$ cat config.mk
export PLATFORM = sky130hd
export DESIGN_NAME = datapath_pipe_flat
export DESIGN_NICKNAME = d
export VERILOG_FILES = /design/src/rtl/datapath_pipe_if.sv /design/src/rtl/datapath_pipe.sv /design/src/flat_wrapper.sv
export SDC_FILE = /design/constraint.sdc
export NUM_CORES = 1
export LEC_CHECK = 0
export CORE_MARGIN = 5
export CORE_UTILIZATION = 40
export CTS_BUF_LIST = sky130_fd_sc_hd__clkbuf_2 sky130_fd_sc_hd__clkbuf_4 sky130_fd_sc_hd__clkbuf_8
export DETAILED_ROUTE_END_ITERATION = 6
export GPL_TIMING_DRIVEN = 1
export PLACE_DENSITY = 0.54
export SYNTH_ARGS = -nofsm -noshare
export SYNTH_HDL_FRONTEND = slang
export SYNTH_SLANG_ARGS = --single-unit
export TNS_END_PERCENT = 50
$ cat constraint.sdc
create_clock -name clk -period 3.99 [get_ports clk]
set_input_delay 0.798 -clock clk [delete_from_list [all_inputs] [get_ports clk]]
set_output_delay 0.798 -clock clk [all_outputs]
set_load 0.02 [all_outputs]
$ cat src/rtl/datapath_pipe_if.sv
// Issue/status bundle between the control sequencer (master) and datapath_pipe (slave).
// The sequencer drives instructions and halt_clr; the datapath returns ready, r_last, flags and halt.
interface datapath_pipe_if #(
   parameter int DATA_W   = 8,
   parameter int NUM_REGS = 16,
   parameter int ADDR_W   = $clog2(NUM_REGS)
);
   logic              in_valid;
   logic              in_ready;
   logic              write_en;
   logic              write_src_sel;
   logic              mux_a_sel;
   logic              mux_b_sel;
   logic              halt_chk;
   logic [DATA_W-1:0] ext_data;
   logic [ADDR_W-1:0] dest_addr;
   logic [ADDR_W-1:0] a_addr;
   logic [ADDR_W-1:0] b_addr;
   logic [3:0]        alu_op;
   logic              halt_clr;
   logic [DATA_W-1:0] r_last;
   logic              wb_valid;
   logic              flag_z;
   logic              flag_c;
   logic              flag_n;
   logic              halt;

   modport master (
      output in_valid, write_en, write_src_sel, mux_a_sel, mux_b_sel, halt_chk,
             ext_data, dest_addr, a_addr, b_addr, alu_op, halt_clr,
      input  in_ready, r_last, wb_valid, flag_z, flag_c, flag_n, halt
   );

   modport slave (
      input  in_valid, write_en, write_src_sel, mux_a_sel, mux_b_sel, halt_chk,
             ext_data, dest_addr, a_addr, b_addr, alu_op, halt_clr,
      output in_ready, r_last, wb_valid, flag_z, flag_c, flag_n, halt
   );
endinterface

$ cat src/rtl/datapath_pipe.sv
// Two-stage register-file/ALU datapath with EX->issue forwarding, registered flags and sticky halt-on-zero.
// Result lands in the file two edges after issue; in_ready drops only while halt is set, never for hazards.
module datapath_pipe #(
   parameter  int DATA_W   = 8,
   parameter  int NUM_REGS = 16,
   localparam int ADDR_W   = $clog2(NUM_REGS)
) (
   input  logic            clk,
   input  logic            rst,
   datapath_pipe_if.slave  bus
);
   typedef logic [DATA_W-1:0] data_t;

   localparam logic [DATA_W:0] ONE_X = {{DATA_W{1'b0}}, 1'b1};

   data_t             regs_q [NUM_REGS];
   logic              ex_vld_q, ex_we_q, ex_wsrc_q;
   logic [3:0]        ex_op_q;
   logic [ADDR_W-1:0] ex_dest_q;
   data_t             ex_a_q, ex_b_q, ex_ext_q;
   logic              flag_z_q, flag_c_q, flag_n_q;
   logic              halt_q, halt_d;

   logic [DATA_W:0]   alu_ext;
   logic              alu_c;
   data_t             alu_res, ex_wdat;
   data_t             rd_a, rd_b, op_a_d, op_b_d;
   logic              accept;

   always_comb begin
      alu_ext = '0;
      alu_c   = 1'b0;
      case (ex_op_q)
         4'd0: begin
            alu_ext = {1'b0, ex_a_q} + {1'b0, ex_b_q};
            alu_c   = alu_ext[DATA_W];
         end
         4'd1: begin
            alu_ext = {1'b0, ex_a_q} - {1'b0, ex_b_q};
            alu_c   = alu_ext[DATA_W];
         end
         4'd2: alu_ext = {1'b0, ex_a_q & ex_b_q};
         4'd3: alu_ext = {1'b0, ex_a_q | ex_b_q};
         4'd4: alu_ext = {1'b0, ex_a_q ^ ex_b_q};
         4'd5: alu_ext = {1'b0, ~ex_a_q};
         4'd6: begin
            alu_ext = {ex_a_q, 1'b0};
            alu_c   = alu_ext[DATA_W];
         end
         4'd7: begin
            alu_ext = {2'b00, ex_a_q[DATA_W-1:1]};
            alu_c   = ex_a_q[0];
         end
         4'd8: alu_ext = {1'b0, ex_a_q};
         4'd9: alu_ext = {1'b0, ex_b_q};
         4'd10: begin
            alu_ext = {1'b0, ex_a_q} + ONE_X;
            alu_c   = alu_ext[DATA_W];
         end
         4'd11: begin
            // The wrap into bit DATA_W is exactly the borrow when A is zero.
            alu_ext = {1'b0, ex_a_q} - ONE_X;
            alu_c   = alu_ext[DATA_W];
         end
         default: begin
            alu_ext = '0;
            alu_c   = 1'b0;
         end
      endcase
   end

   assign alu_res = alu_ext[DATA_W-1:0];
   assign ex_wdat = ex_wsrc_q ? ex_ext_q : alu_res;

   always_comb begin
      rd_a = regs_q[bus.a_addr];
      rd_b = regs_q[bus.b_addr];
      if (ex_vld_q && ex_we_q && (ex_dest_q == bus.a_addr)) rd_a = ex_wdat;
      if (ex_vld_q && ex_we_q && (ex_dest_q == bus.b_addr)) rd_b = ex_wdat;
      op_a_d = bus.mux_a_sel ? bus.ext_data : rd_a;
      op_b_d = bus.mux_b_sel ? bus.ext_data : rd_b;
   end

   assign accept = bus.in_valid && !halt_q;

   always_comb begin
      halt_d = halt_q;
      if (accept && bus.halt_chk && (op_a_d == '0)) halt_d = 1'b1;
      if (bus.halt_clr) halt_d = 1'b0;
   end

   always_ff @(posedge clk or negedge rst) begin
      if (!rst) begin
         ex_vld_q  <= 1'b0;
         ex_we_q   <= 1'b0;
         ex_wsrc_q <= 1'b0;
         ex_op_q   <= '0;
         ex_dest_q <= '0;
         ex_a_q    <= '0;
         ex_b_q    <= '0;
         ex_ext_q  <= '0;
         flag_z_q  <= 1'b0;
         flag_c_q  <= 1'b0;
         flag_n_q  <= 1'b0;
         halt_q    <= 1'b0;
      end else begin
         ex_vld_q <= accept;
         if (accept) begin
            ex_we_q   <= bus.write_en;
            ex_wsrc_q <= bus.write_src_sel;
            ex_op_q   <= bus.alu_op;
            ex_dest_q <= bus.dest_addr;
            ex_a_q    <= op_a_d;
            ex_b_q    <= op_b_d;
            ex_ext_q  <= bus.ext_data;
         end
         if (ex_vld_q && !ex_wsrc_q) begin
            flag_z_q <= (alu_res == '0);
            flag_c_q <= alu_c;
            flag_n_q <= alu_res[DATA_W-1];
         end
         halt_q <= halt_d;
      end
   end

   always_ff @(posedge clk or negedge rst) begin
      if (!rst) begin
         for (int i = 0; i < NUM_REGS; i++) regs_q[i] <= '0;
      end else if (ex_vld_q && ex_we_q) begin
         regs_q[ex_dest_q] <= ex_wdat;
      end
   end

   assign bus.in_ready = !halt_q;
   assign bus.r_last   = regs_q[NUM_REGS-1];
   assign bus.wb_valid = ex_vld_q;
   assign bus.flag_z   = flag_z_q;
   assign bus.flag_c   = flag_c_q;
   assign bus.flag_n   = flag_n_q;
   assign bus.halt     = halt_q;
endmodule
$ cat src/flat_wrapper.sv
// flat-port wrapper written by rule: the top's interface ports become plain ports
module datapath_pipe_flat 
#(
   parameter  int DATA_W   = 8,
   parameter  int NUM_REGS = 16,
   localparam int ADDR_W   = $clog2(NUM_REGS)
)
  (clk, rst, bus_in_valid, bus_write_en, bus_write_src_sel, bus_mux_a_sel, bus_mux_b_sel, bus_halt_chk, bus_ext_data, bus_dest_addr, bus_a_addr, bus_b_addr, bus_alu_op, bus_halt_clr, bus_in_ready, bus_r_last, bus_wb_valid, bus_flag_z, bus_flag_c, bus_flag_n, bus_halt);
  datapath_pipe_if #(.DATA_W(DATA_W), .NUM_REGS(NUM_REGS)) bus_i ();
  input  logic clk;
  input  logic rst;
  input wire logic [$bits(bus_i.in_valid)-1:0] bus_in_valid;
  input wire logic [$bits(bus_i.write_en)-1:0] bus_write_en;
  input wire logic [$bits(bus_i.write_src_sel)-1:0] bus_write_src_sel;
  input wire logic [$bits(bus_i.mux_a_sel)-1:0] bus_mux_a_sel;
  input wire logic [$bits(bus_i.mux_b_sel)-1:0] bus_mux_b_sel;
  input wire logic [$bits(bus_i.halt_chk)-1:0] bus_halt_chk;
  input wire logic [$bits(bus_i.ext_data)-1:0] bus_ext_data;
  input wire logic [$bits(bus_i.dest_addr)-1:0] bus_dest_addr;
  input wire logic [$bits(bus_i.a_addr)-1:0] bus_a_addr;
  input wire logic [$bits(bus_i.b_addr)-1:0] bus_b_addr;
  input wire logic [$bits(bus_i.alu_op)-1:0] bus_alu_op;
  input wire logic [$bits(bus_i.halt_clr)-1:0] bus_halt_clr;
  output wire logic [$bits(bus_i.in_ready)-1:0] bus_in_ready;
  output wire logic [$bits(bus_i.r_last)-1:0] bus_r_last;
  output wire logic [$bits(bus_i.wb_valid)-1:0] bus_wb_valid;
  output wire logic [$bits(bus_i.flag_z)-1:0] bus_flag_z;
  output wire logic [$bits(bus_i.flag_c)-1:0] bus_flag_c;
  output wire logic [$bits(bus_i.flag_n)-1:0] bus_flag_n;
  output wire logic [$bits(bus_i.halt)-1:0] bus_halt;
  assign bus_i.in_valid = bus_in_valid;
  assign bus_i.write_en = bus_write_en;
  assign bus_i.write_src_sel = bus_write_src_sel;
  assign bus_i.mux_a_sel = bus_mux_a_sel;
  assign bus_i.mux_b_sel = bus_mux_b_sel;
  assign bus_i.halt_chk = bus_halt_chk;
  assign bus_i.ext_data = bus_ext_data;
  assign bus_i.dest_addr = bus_dest_addr;
  assign bus_i.a_addr = bus_a_addr;
  assign bus_i.b_addr = bus_b_addr;
  assign bus_i.alu_op = bus_alu_op;
  assign bus_i.halt_clr = bus_halt_clr;
  assign bus_in_ready = bus_i.in_ready;
  assign bus_r_last = bus_i.r_last;
  assign bus_wb_valid = bus_i.wb_valid;
  assign bus_flag_z = bus_i.flag_z;
  assign bus_flag_c = bus_i.flag_c;
  assign bus_flag_n = bus_i.flag_n;
  assign bus_halt = bus_i.halt;
  datapath_pipe #(.DATA_W(DATA_W), .NUM_REGS(NUM_REGS)) u_core (.clk(clk), .rst(rst), .bus(bus_i));
endmodule
==> impl_metrics.json <==
{
  "setup-tns-final_ns": 0,
  "worst_pin_slew_ns": 0.974,
  "final_common_cell": "nand2_1",
  "synth.area.top_cells": "dfrtp_1 (37%), mux4_2 (15%), nand2_1 (10%)",
  "grt_use_met1": 0.286,
  "power_switching_mw": 2.22,
  "combPwrFrac": 0.359,
  "p_int_mw": 3.86,
  "root_buffer": "clkbuf_8",
  "cts_buffer_depth": 2,
  "fin_area_sq_mm": 0.0124,
  "grt_util_met2": 0.385,
  "dpl_cell_area_sq_mm": 0.0120,
  "switching_share": 0.365,
  "seq_area_frac_synth": 0.374,
  "drt-total-wl_microns": 33600,
  "synth_flop_cell": "dfrtp_1",
  "cts_tree": "done",
  "grt_setup_unrepaired": "no",
  "layout_worst_path_cycle_share": 0.899,
  "crit_fanout": 17,
  "clkTransAtPathRegs_ns": 0.10,
  "maxCapViolations": 0,
  "p_seq_frac": 0.418,
  "max_stage_delay_ns": 0.45,
  "final-max-slew-violation-count": 0,
  "hold_viol": 0,
  "cts.hold.buffers_added": 0,
  "fp.coreArea_sq_mm": 0.0277,
  "cts_sinks": 167,
  "period_minus_slack_ns": 3.59,
  "grt_util_all_layers": 0.219,
  "netlist_instances": 1157,
  "vias": 8900,
  "cts_buffers": 17,
  "cts_setup_buffers": 0,
  "drt-vias-per-instance": 5.70,
  "drtIter0Drc": 760,
  "area_delta_synth_final_pct": 11.0,
  "timing.fmax_mhz": 279,
  "die-area_sq_mm": 0.0313,
  "final_cell_mix": "nand2_1 (308), dfrtp_1 (167), o21ai_0 (81)",
  "synth_edf_count": 0,
  "htree_levels": 4,
  "row_count": 61,
  "die-width_microns": 177,
  "grt_pass1_wl_microns": 53000,
  "wire_per_inst_microns": 21.5,
  "vdd_drop_max_mv": 0.276,
  "finClkSkew_ns": 0.0142,
  "synth-seq-cells": 167,
  "startpoint_type": "flip-flop",
  "layout.nets": 1232,
  "endpoint_kind": "flip-flop",
  "critPathSlowestCell": "nor4_1",
  "crit_arrival_ns": 3.95,
  "slew-limit-headroom": 0.345,
  "num_antenna_cells": 0,
  "syn_area_sq_mm": 0.0112,
  "path_class": "flip-flop to flip-flop",
  "synth_top_area_frac": 0.374,
  "p_clk_frac": 0.223,
  "ys_warn_count": 0,
  "setup_viol": 0,
  "antenna_found_initial": 0,
  "io_buffer_count": 46,
  "syn_avg_cell_area_sq_um": 9.65,
  "p_per_area_mw_per_mm2": 491,
  "drive_above_1_share": 0.181,
  "overflow": 0,
  "start_util": 0.403,
  "synth_top_area_cell": "dfrtp_1",
  "synthArstFlopShare": 1.00,
  "grt_pass1_vias": 8893,
  "cp_cell_sequence": "ha_1 > fa_1 > or2_2 > a211oi_1 > mux2_2 > nor4_1 > a41oi_2 > buf_4 > nand2_1 > a2bb2oi_2 > mux2_2",
  "syn_nets": 1218,
  "hpwl_microns": 25600,
  "gp_congestion": 0.895,
  "cts_resized": 0,
  "use_met3": 0.0273,
  "holdCritPathClass": "input pin to asynchronous set/reset pin",
  "cp.required_ns": 4.35,
  "clk-insertion-delay-late_ns": 0.47,
  "antenna_left": 0,
  "cp_common_cell": "mux2_2",
  "ys_types": 83,
  "die_h_microns": 177,
  "leakage_nw": 5.44,
  "io_pins": 47,
  "status": "finished clean",
  "busiest_layer": "met2",
  "grt_max_degree": 65,
  "drc_errors": 0,
  "first_pass_iters": 5
}
-- per-layer routing --
metal / vias to the layer above / routed length [microns] / share of wire
li1: 4167 / - / -
met1: 4439 / 14500 / 0.43
met2: 239 / 17200 / 0.51
met3: 55 / 1180 / 0.035
met5: - / 0 / 0
met4: 0 / 771 / 0.023
-- kinds of logic after synthesis --
| family | Yosys count | synth area share |
|---|---|---|
| multiplexers | 136 | 0.210 |
| AO/OA/AOI/OAI | 211 | 0.130 |
| AND/OR/NAND/NOR | 467 | 0.185 |
| flip-flops | 167 | 0.374 |
| adder cells (fa/ha/maj) | 28 | 0.0327 |
| buffers and inverters | 131 | 0.0544 |
| XOR/XNOR | 17 | 0.0133 |
-- registers in the layout, indices dropped and copies added (netlist names) --
name                 flops
u_core.bus.flag_z        1
u_core.ex_wsrc_q         1
u_core.bus.halt          1
u_core.ex_ext_q          8
u_core.bus.r_last        8
u_core.bus.wb_valid      1
u_core.ex_op_q           4
u_core.ex_a_q            8
u_core.regs_q          120
u_core.ex_b_q            8
u_core.ex_we_q           1
u_core.ex_dest_q         4
u_core.bus.flag_c        1
u_core.bus.flag_n        1
-- worst paths after layout --
kind / start / cells past startpoint / end / slack, ns
worst min-delay path: rst / 1 / u_core.regs_q[114] / 0.32
min in group clk: u_core.ex_ext_q[0] / 2 / u_core.ex_ext_q[0] / 0.48
worst max-delay path: u_core.ex_b_q[0] / 11 / u_core.ex_a_q[6] / 0.40
worst max register to register: u_core.ex_b_q[0] / 11 / u_core.ex_a_q[6] / 0.40
worst min register to register: u_core.ex_ext_q[0] / 2 / u_core.ex_ext_q[0] / 0.48
max in group asynchronous: rst / 2 / u_core.regs_q[59] / 2.71
-- power groups by stage --
stage / logic, mW / clock network, mW / registers, mW
finish: 2.18 / 1.36 / 2.54
detailed placement: 2.17 / 0 / 2.57
CTS: 2.18 / 1.38 / 2.54
floorplan: 1.61 / 0 / 2.41
global placement: 2.16 / 0 / 2.56
global route: 2.39 / 1.45 / 2.62
-- synthesized netlist by cell type, types with 4 or more instances --
cell,n
a2111oi_0,4
buf_2,20
a22oi_1,9
xnor2_1,11
nor2b_1,16
o21ai_1,4
mux2_2,39
o21bai_1,4
o22ai_1,6
a31oi_1,10
nor2_1,47
xor2_1,6
nand2b_1,16
mux4_2,72
nor3_1,14
a221o_1,4
buf_6,6
dfrtp_1,167
clkbuf_1,50
inv_1,33
nand2_1,308
nand3_1,11
a211o_1,4
nor4_1,8
o211ai_1,4
o21ai_0,81
nand4_1,5
buf_1,10
or3_1,4
or4_1,4
ha_1,26
and2_1,5
a21o_1,4
buf_4,12
o221a_2,4
a211oi_1,13
a21oi_1,19
nor4bb_1,4
mux2i_1,23
-- through the flow --
step           power [mW]  std cells  utilization  hold slack, ns  worst slack, ns
6_report             6.08       1562        0.447           0.316            0.404
5_1_grt              6.46       1562        0.447           0.340            0.250
4_1_cts              6.10       1562        0.447           0.327            0.434
3_5_place_dp         4.74       1530        0.432           0.458            0.448
3_3_place_gp         4.72       1530        0.432           0.450            0.470
2_1_floorplan        4.02       1157            -           0.437            0.635
-- worst max-delay path: cells and delay by family, from the launching register on --
| kind | cells | cell delay (ns) |
|---|---|---|
| AO/OA/AOI/OAI | 3 | 0.60 |
| adder cells (fa/ha/maj) | 2 | 0.70 |
| buffers and inverters | 1 | 0.25 |
| flip-flops | 1 | 0.43 |
| multiplexers | 2 | 0.65 |
| AND/OR/NAND/NOR | 3 | 0.85 |
-- area by class of cell --
type / count / area (sq um)
Sequential cell: 167 / 4180
Fill cell: 2706 / 15300
Clock buffer: 18 / 248
Tap cell: 378 / 473
Inverter: 33 / 124
Clock inverter: 14 / 186
Multi-Input combinational cell: 859 / 6370
Timing Repair Buffer: 93 / 807
Note: power is estimated with default switching activity, not from simulation.
